**config.mk**
```make
export PLATFORM = sky130hd
export DESIGN_NAME = round_requant_pipe
export DESIGN_NICKNAME = d
export VERILOG_FILES = /design/src/rtl/round_requant_pipe.sv
export SDC_FILE = /design/constraint.sdc
export NUM_CORES = 1
export LEC_CHECK = 0
export ABC_AREA = 1
export BUFFER_PORTS_ARGS = -buffer_cell sky130_fd_sc_hd__buf_2
export CAP_MARGIN = 0
export CORE_ASPECT_RATIO = 1.25
export CORE_MARGIN = 4
export CORE_UTILIZATION = 40
export DETAILED_ROUTE_END_ITERATION = 8
export HOLD_SLACK_MARGIN = 0.08
export PLACE_DENSITY = 0.63
export REMOVE_ABC_BUFFERS = 1
export SYNTH_ARGS = -nofsm -noshare
export SYNTH_HDL_FRONTEND = slang
export SYNTH_SLANG_ARGS = --single-unit
```
**constraint.sdc**
```tcl
create_clock -name clk -period 4.81 [get_ports clk]
set_input_delay 0.7215 -clock clk [delete_from_list [all_inputs] [get_ports clk]]
set_output_delay 0.7215 -clock clk [all_outputs]
set_load 0.01 [all_outputs]
```
**src/rtl/round_requant_pipe.sv**
```systemverilog
// Two-stage requantiser: stage 1 shifts and rounds each lane at IN_W+1 bits,
// stage 2 saturates to OUT_W and presents the beat on a valid/ready stream.
module round_requant_pipe #(
  parameter int IN_W    = 16,
  parameter int OUT_W   = 8,
  parameter int CH      = 2,
  parameter int SHIFT_W = 4,
  parameter int SAT_SYM = 0,
  parameter int CNT_W   = 16
) (
  input  logic                 clk,
  input  logic                 rst,
  input  logic                 in_valid,
  output logic                 in_ready,
  input  logic [CH*IN_W-1:0]   in_data,
  input  logic [SHIFT_W-1:0]   in_shift,
  input  logic [1:0]           in_mode,
  input  logic                 in_last,
  output logic                 out_valid,
  input  logic                 out_ready,
  output logic [CH*OUT_W-1:0]  out_data,
  output logic [CH-1:0]        out_sat,
  output logic                 out_last,
  input  logic                 cnt_clr,
  output logic [CNT_W-1:0]     sat_cnt
);

  typedef enum logic [1:0] {
    M_TRUNC     = 2'd0,
    M_HALF_UP   = 2'd1,
    M_HALF_AWAY = 2'd2,
    M_HALF_EVEN = 2'd3
  } mode_e;

  localparam int RW   = IN_W + 1;
  localparam int SMAX = IN_W - 1;

  localparam logic signed [IN_W:0] POS_LIM = RW'((2 ** (OUT_W - 1)) - 1);
  localparam logic signed [IN_W:0] NEG_LIM = (SAT_SYM != 0) ? -POS_LIM
                                                           : -POS_LIM - RW'(1);

  // Floor shift plus a mode-dependent increment; one extra bit keeps the
  // round-up carry of the most positive input from wrapping.
  function automatic logic [IN_W:0] round_lane(input logic [IN_W-1:0] x,
                                               input logic [SHIFT_W-1:0] s,
                                               input mode_e mode);
    logic signed [IN_W:0] xe;
    logic signed [IN_W:0] q;
    logic [IN_W:0]        r;
    logic [IN_W:0]        half;
    logic                 inc;
    xe   = $signed({x[IN_W-1], x});
    q    = xe >>> s;
    r    = xe & ~({RW{1'b1}} << s);
    half = (RW'(1) << s) >> 1;
    inc  = 1'b0;
    if (s != '0) begin
      case (mode)
        M_TRUNC:     inc = 1'b0;
        M_HALF_UP:   inc = (r >= half);
        M_HALF_AWAY: inc = xe[IN_W] ? (r > half) : (r >= half);
        M_HALF_EVEN: inc = (r > half) || ((r == half) && q[0]);
        default:     inc = 1'b0;
      endcase
    end
    return q + RW'(inc);
  endfunction

  // Returns {sat_flag, clipped_value}.
  function automatic logic [OUT_W:0] sat_lane(input logic signed [IN_W:0] v);
    if (v > POS_LIM) begin
      return {1'b1, POS_LIM[OUT_W-1:0]};
    end else if (v < NEG_LIM) begin
      return {1'b1, NEG_LIM[OUT_W-1:0]};
    end
    return {1'b0, v[OUT_W-1:0]};
  endfunction

  logic [SHIFT_W-1:0]   shift_c;
  logic [CH*RW-1:0]     rnd;
  logic                 s1_valid;
  logic [CH*RW-1:0]     s1_val;
  logic                 s1_last;
  logic                 s2_load;
  logic [CH*OUT_W-1:0]  sat_data;
  logic [CH-1:0]        sat_flag;

  always_comb begin
    shift_c = (in_shift > SHIFT_W'(SMAX)) ? SHIFT_W'(SMAX) : in_shift;
  end

  always_comb begin
    rnd = '0;
    for (int unsigned k = 0; k < CH; k++) begin
      rnd[k*RW +: RW] = round_lane(in_data[k*IN_W +: IN_W], shift_c,
                                   mode_e'(in_mode));
    end
  end

  always_comb begin
    s2_load  = !out_valid || out_ready;
    in_ready = !rst && (!s1_valid || s2_load);
  end

  // Stage 1: rounded lanes at full precision.
  always_ff @(posedge clk) begin
    if (rst) begin
      s1_valid <= 1'b0;
      s1_val   <= '0;
      s1_last  <= 1'b0;
    end else if (in_ready) begin
      s1_valid <= in_valid;
      if (in_valid) begin
        s1_val  <= rnd;
        s1_last <= in_last;
      end
    end
  end

  always_comb begin
    sat_data = '0;
    sat_flag = '0;
    for (int unsigned k = 0; k < CH; k++) begin
      {sat_flag[k], sat_data[k*OUT_W +: OUT_W]} =
        sat_lane($signed(s1_val[k*RW +: RW]));
    end
  end

  // Stage 2: output register, frozen while the consumer stalls.
  always_ff @(posedge clk) begin
    if (rst) begin
      out_valid <= 1'b0;
      out_data  <= '0;
      out_sat   <= '0;
      out_last  <= 1'b0;
    end else if (s2_load) begin
      out_valid <= s1_valid;
      if (s1_valid) begin
        out_data <= sat_data;
        out_sat  <= sat_flag;
        out_last <= s1_last;
      end
    end
  end

  always_ff @(posedge clk) begin
    if (rst || cnt_clr) begin
      sat_cnt <= '0;
    end else if (out_valid && out_ready && (|out_sat) && (sat_cnt != '1)) begin
      sat_cnt <= sat_cnt + 1'b1;
    end
  end

endmodule

```
==> results of run 1 <==
stage by stage:
stage          utilization  area [um^2]  setup slack (ns)  instances
3_5_place_dp        0.4446         6703            0.7187       1279
2_1_floorplan            -         5957             1.035        980
5_1_grt             0.4651         7012            0.7376       1295
6_report            0.4651         7012             1.045       1295
4_1_cts             0.4651         7012             1.061       1295
3_3_place_gp        0.4446         6703            0.7579       1279
logic make-up after synthesis:
group                    synth area share
flip-flops                         0.2329
AO/OA/AOI/OAI                      0.1310
XOR/XNOR                          0.01415
buffers and inverters             0.09804
adder cells (fa/ha/maj)           0.07075
AND/OR/NAND/NOR                    0.4532
worst paths after layout:
path,end,slack [ns],cells past startpoint
worst max-delay path,s1_val[23],1.05,21
worst min-delay path,out_data[4],0.47,2
worst max register to register,s1_val[15],2.57,10
worst min register to register,out_data[4],0.47,2
flip-flops by register name (all words and copies together), names as in the netlist:
name       count
out_data      16
s1_last        1
out_valid      1
out_last       1
s1_valid       1
s1_val        34
out_sat        2
sat_cnt       16
worst min-delay path, delay by kind of cell, from the launching register on:
family	cells	cell delay (ns)
and+or+nand+nor	1	0.06
AOI/OAI and AO/OA	1	0.05
DFF	1	0.31
report_power, final:
| group | switching [mW] | internal (mW) |
|---|---|---|
| sequential | 0.0253 | 0.638 |
| clock | 0.246 | 0.430 |
| combinational | 0.315 | 0.162 |
final cells by class:
cell class,count,share of cell area
Clock buffer,12,0.03658
Clock inverter,4,0.007495
Inverter,99,0.05335
Multi-Input combinational cell,809,0.5910
Sequential cell,72,0.2056
Tap cell,208,0.03712
Timing Repair Buffer,91,0.06888
metal layers:
layer / global-route usage / share of wire / wire length [um]
met4: 0.07536 / 0.029 / 524
met2: 0.3511 / 0.48 / 8724
met1: 0.2551 / 0.44 / 7969
met5: 0 / 0 / 0
met3: 0.01848 / 0.050 / 908
Yosys cell counts (all sizes together):
master,number,area (um^2)
a211oi,1,7.510
a21boi,3,22.52
a21o,1,7.510
a21oi,53,265.3
a221oi,1,8.760
a31o,1,8.760
a31oi,3,18.77
and3,3,18.77
buf,29,195.2
clkbuf,10,37.54
dfxtp,72,1441
ha,35,437.9
inv,99,374.1
nand2,341,1348
nand3,141,765.7
nand4,16,100.1
nor2,96,447.9
nor3,14,70.07
nor3b,2,15.01
nor4,4,25.02
nor4b,1,8.760
o2111ai,1,8.760
o211a,1,10.01
o211ai,5,42.54
o21a,1,7.510
o21ai,66,334.1
o21bai,4,37.53
o221ai,1,8.760
o22ai,1,6.260
o31ai,1,7.510
o41ai,1,8.760
or2,1,6.260
xnor2,4,35.03
xor2,6,52.55
==> impl_metrics.json, run 1 <==
{
  "status": "finished, final reports clean",
  "fp-row-count": 50,
  "drc_errors": 0,
  "ios": 81,
  "yosysWarnings": 0,
  "finalSetupViolations": 0,
  "p_total_mw": 1.815,
  "postCtsSetupRepairBufs": 0,
  "die_area_mm2": 0.01754,
  "cts_tree": "built",
  "max-vdd-ir-drop_v": 0.0001797,
  "start_util": 0.4105,
  "vias": 6750,
  "dp_hpwl_um": 14500,
  "critPathMaxFanout": 23,
  "drv_cap": 0,
  "root_buffer": "clkbuf_16",
  "cts_made_buffers": 9,
  "port_buffers": 80,
  "layout_min_cycle_time_ns": 3.765,
  "final_cell_mix": "nand2_1, nand3_1, inv_1, nor2_1, buf_2",
  "min_from": "s1_val[4]",
  "die-width_um": 119.3,
  "synth.cell_area_mm2": 0.006190,
  "post_cts_resized": 0,
  "hold_buffers": 0,
  "finalWirelength_um": 18130,
  "grt_pass1_wl_um": 29570,
  "cp-start-kind": "input port",
  "min_path_type": "flip-flop to flip-flop",
  "area_growth_syn_to_layout_pct": 13.28,
  "wl_per_cell_um": 14.00,
  "drive_above_1_share": 0.1564,
  "maxSlewHeadroom": 0.3139,
  "final-seq-area_mm2": 0.001441,
  "cp_top_family": "simple AND/OR/NAND/NOR gates",
  "ys_types": 51,
  "reg2reg_from": "out_valid",
  "hold_ws_ns": 0.4707,
  "rsz0062_at_grt": "no",
  "cp_slowest_cell": "buf_2",
  "first_global_vias": 6201,
  "antenna_found_initial": 0,
  "endpoint_kind": "flip-flop",
  "final_common_cell": "nand2_1",
  "cts.clk_slew.worst_paths_ns": 0.06,
  "avgViaCountPerCell": 5.212,
  "critPathBufInv": 3,
  "fmax_ghz": 0.2656,
  "cts_buffer_depth": 2,
  "synth_seq_cells": 72,
  "hold_viol_final": 0,
  "drtPass1Iterations": 5,
  "htree_levels": 3,
  "syn_area_per_cell_um2": 6.074,
  "drtIter0Drc": 345,
  "grt_max_degree": 49,
  "fin_crit_sh": 0.7827,
  "core_mm2": 0.01508,
  "n_antenna_cell": 0,
  "cpPeakStageDelay_ns": 0.39,
  "skew_ns": 0.006549,
  "power_density_mw_per_mm2": 258.9,
  "worst_pin_slew_ns": 1.020,
  "crit_chain": "buf_2, nand2_1, inv_1, o21ai_0, nor2_1, ha_1, a21oi_1, o21ai_0, a221oi_1, o211ai_1, nor2_1, nor2_1, ha_1, ha_1, nand2_2, nor2_4, nand2_2, xor2_1, nand2_1, nand2_1, inv_1",
  "insertion_delay_ns": 0.33,
  "tns_ns": 0,
  "fillers": 1639,
  "seq_area_frac_synth": 0.2329,
  "die_h_um": 147.1,
  "critPathKind": "input port to flip-flop",
  "cts_sinks": 72,
  "ant_nets": 0,
  "gp_congestion": 0.9648,
  "track_usage": 0.2009,
  "cp-startpoint": "in_shift[0]",
  "cp.required_ns": 5.03,
  "multiInputGateArea_mm2": 0.004144,
  "nNetsFinal": 1161,
  "critPathArrivalTime_ns": 3.99,
  "netlist_instances": 1019,
  "p_leak_nw": 3.471,
  "report.final.slew_viol_count": 0,
  "overflow": 0
}
(Power assumes the default switching activity.)
==> run 2, diff against run 1 <==
clock period = 3.9 ns   (was 4.81 ns; I/O delays follow)
==> run 2 against run 1 <==
Effect of this change:
- cell count increased by 0.85%
- final area rose by 1.1%
- critical path depth down 1
==> impl_metrics.json, run 2 (same netlist as run 1, synthesis figures left out) <==
{
  "vias": 6718,
  "avgViaCountPerCell": 5.144,
  "largest_register_ff_count": 34,
  "cp-startpoint": "in_shift[2]",
  "placed_area_mm2": 0.006785,
  "finalNonFillerCells": 1306,
  "cts_made_buffers": 9,
  "max-vdd-ir-drop_v": 0.0002025,
  "die_area_mm2": 0.01754,
  "layout_min_cycle_time_ns": 3.390,
  "overflow": 0,
  "critPathArrivalTime_ns": 3.62,
  "cp-start-kind": "input port",
  "endpoint_kind": "flip-flop",
  "n_antenna_cell": 0,
  "drive_above_1_share": 0.1658,
  "path_common_cell": "nand2_1",
  "maxSlewHeadroom": 0.2748,
  "p_clk_frac": 0.370,
  "area_growth_syn_to_layout_pct": 14.51,
  "crit_chain": "buf_2, nand2_1, inv_1, nand2_1, ha_1, nand2_1, nor3_1, nand3_1, o211ai_1, nor2_1, nor2_1, ha_1, ha_1, nand2_2, nor2_4, nand2_2, xor2_1, nand2_1, nand2_1, inv_1",
  "die-width_um": 119.3,
  "setup_ws_ns": 0.5100,
  "wl_per_cell_um": 13.78,
  "skew_ns": 0.006662,
  "cts.clk_slew.worst_paths_ns": 0.06,
  "port_buffers": 80,
  "cp_top_family": "simple AND/OR/NAND/NOR gates",
  "first_global_vias": 6470,
  "antenna_found_initial": 0,
  "ant_nets": 0,
  "nNetsFinal": 1172,
  "track_usage": 0.2047,
  "p_sw_mw": 0.7406,
  "fillers": 1655,
  "min_path_type": "input port to flip-flop",
  "worst_pin_slew_ns": 1.079,
  "start_util": 0.4105,
  "root_buffer": "clkbuf_16",
  "r2r-end": "s1_val[32]",
  "status": "finished, final reports clean",
  "reg2reg_from": "out_valid",
  "power_density_mw_per_mm2": 315.4,
  "postCtsSetupRepairBufs": 0,
  "reg2reg_slack_ns": 1.73,
  "die_h_um": 147.1,
  "cpPeakStageDelay_ns": 0.33,
  "p_leak_nw": 3.530,
  "cp-endpoint": "s1_val[23]",
  "reg_top3": "s1_val x34, out_data x16, sat_cnt x16",
  "finalWirelength_um": 18000,
  "hold_buffers": 0,
  "critPathKind": "input port to flip-flop",
  "fin_crit_sh": 0.8692,
  "htree_levels": 3,
  "grt_max_degree": 49,
  "dp.cells": 1290,
  "cts_sinks": 72,
  "comb_power_share": 0.264,
  "r2r_cells": 10,
  "swShare": 0.3313,
  "cts_buffer_depth": 2,
  "final_common_cell": "nand2_1",
  "drc_errors": 0,
  "fp-row-count": 50,
  "top_register": "s1_val",
  "final-seq-area_mm2": 0.001441,
  "critPathBufInv": 3,
  "critPathMaxFanout": 10,
  "hold_ws_ns": 0.4660,
  "pwr-share-seq": 0.366,
  "fmax_ghz": 0.2950,
  "hold_viol_final": 0,
  "cp_slowest_cell": "ha_1",
  "ios": 81,
  "crit_cells": 20,
  "insertion_delay_ns": 0.33,
  "multiInputGateArea_mm2": 0.004144,
  "grt_pass1_wl_um": 30300,
  "report.final.slew_viol_count": 0,
  "post_cts_resized": 0,
  "gp_congestion": 0.9826,
  "drtIter0Drc": 341,
  "dp_hpwl_um": 14580,
  "final_cell_mix": "nand2_1, nand3_1, inv_1, nor2_1, buf_2",
  "drv_cap": 0,
  "rsz0062_at_grt": "no",
  "finalSetupViolations": 0,
  "final_area_mm2": 0.007088,
  "tns_ns": 0,
  "internal_power_mw": 1.495,
  "cts_tree": "built",
  "pre_cts_ws_ns": 0.2374,
  "core_mm2": 0.01508,
  "cp.required_ns": 4.13,
  "drtPass1Iterations": 5
}
-- run 2: cell types whose count changed in the layout (fill, tap and decap cells not counted), sizes merged --
cell / before / now
clkbuf: 12 / 9
clkinvlp: 3 / 1
clkinv: 0 / 2
inv: 99 / 102
buf: 91 / 102
-- run 2: per-stage QoR --
step | util | power [mW]
floorplan | - | 1.218
global placement | 0.4500 | 1.421
finish | 0.4701 | 2.236
CTS | 0.4701 | 2.254
global route | 0.4701 | 2.380
detailed placement | 0.4500 | 1.422
-- run 2: power by group through the flow --
stage | Clock, mW | Combinational, mW | Sequential, mW
4_1_cts | 0.846 | 0.590 | 0.818
2_1_floorplan | 0 | 0.384 | 0.833
6_report | 0.826 | 0.591 | 0.819
5_1_grt | 0.882 | 0.674 | 0.825
3_3_place_gp | 0 | 0.587 | 0.834
3_5_place_dp | 0 | 0.587 | 0.834
-- run 2: worst reg2reg max path, cell delays in order, from the launching register on --
cell	delay (ns)
dfxtp_1	0.38
nand3_1	0.11
nand2_1	0.10
nor2_2	0.04
buf_4	0.22
inv_1	0.50
buf_4	0.34
o21ai_0	0.09
o21bai_2	0.18
nand2_1	0.05
nor2_1	0.04
-- run 2: area by class of cell --
cell class / instances / area share
Sequential cell: 72 / 0.2034
Inverter: 99 / 0.05278
Tap cell: 208 / 0.03672
Multi-Input combinational cell: 809 / 0.5846
Clock inverter: 7 / 0.01094
Timing Repair Buffer: 102 / 0.07979
Clock buffer: 9 / 0.03177
-- run 2: routing by layer --
| layer | vias to the layer above | routed length (um) | track usage | part of all wire |
|---|---|---|---|---|
| met3 | 42 | 891 | 0.02349 | 0.050 |
| met1 | 2965 | 7774 | 0.2525 | 0.43 |
| met4 | 0 | 612 | 0.08232 | 0.034 |
| met2 | 196 | 8717 | 0.3607 | 0.48 |
| met5 | - | 0 | 0 | 0 |
| li1 | 3515 | - | - | - |
-- run 2: worst min path at each step --
stage	from	end	slack [ns]	depth (start not counted)
4_1_cts	in_last	s1_last	0.45	3
3_5_place_dp	out_data[7]	out_data[7]	0.46	2
2_1_floorplan	s1_val[6]	out_data[6]	0.44	2
5_1_grt	in_last	s1_last	0.46	3
6_report	in_last	s1_last	0.47	3
3_3_place_gp	s1_val[20]	s1_val[20]	0.46	2
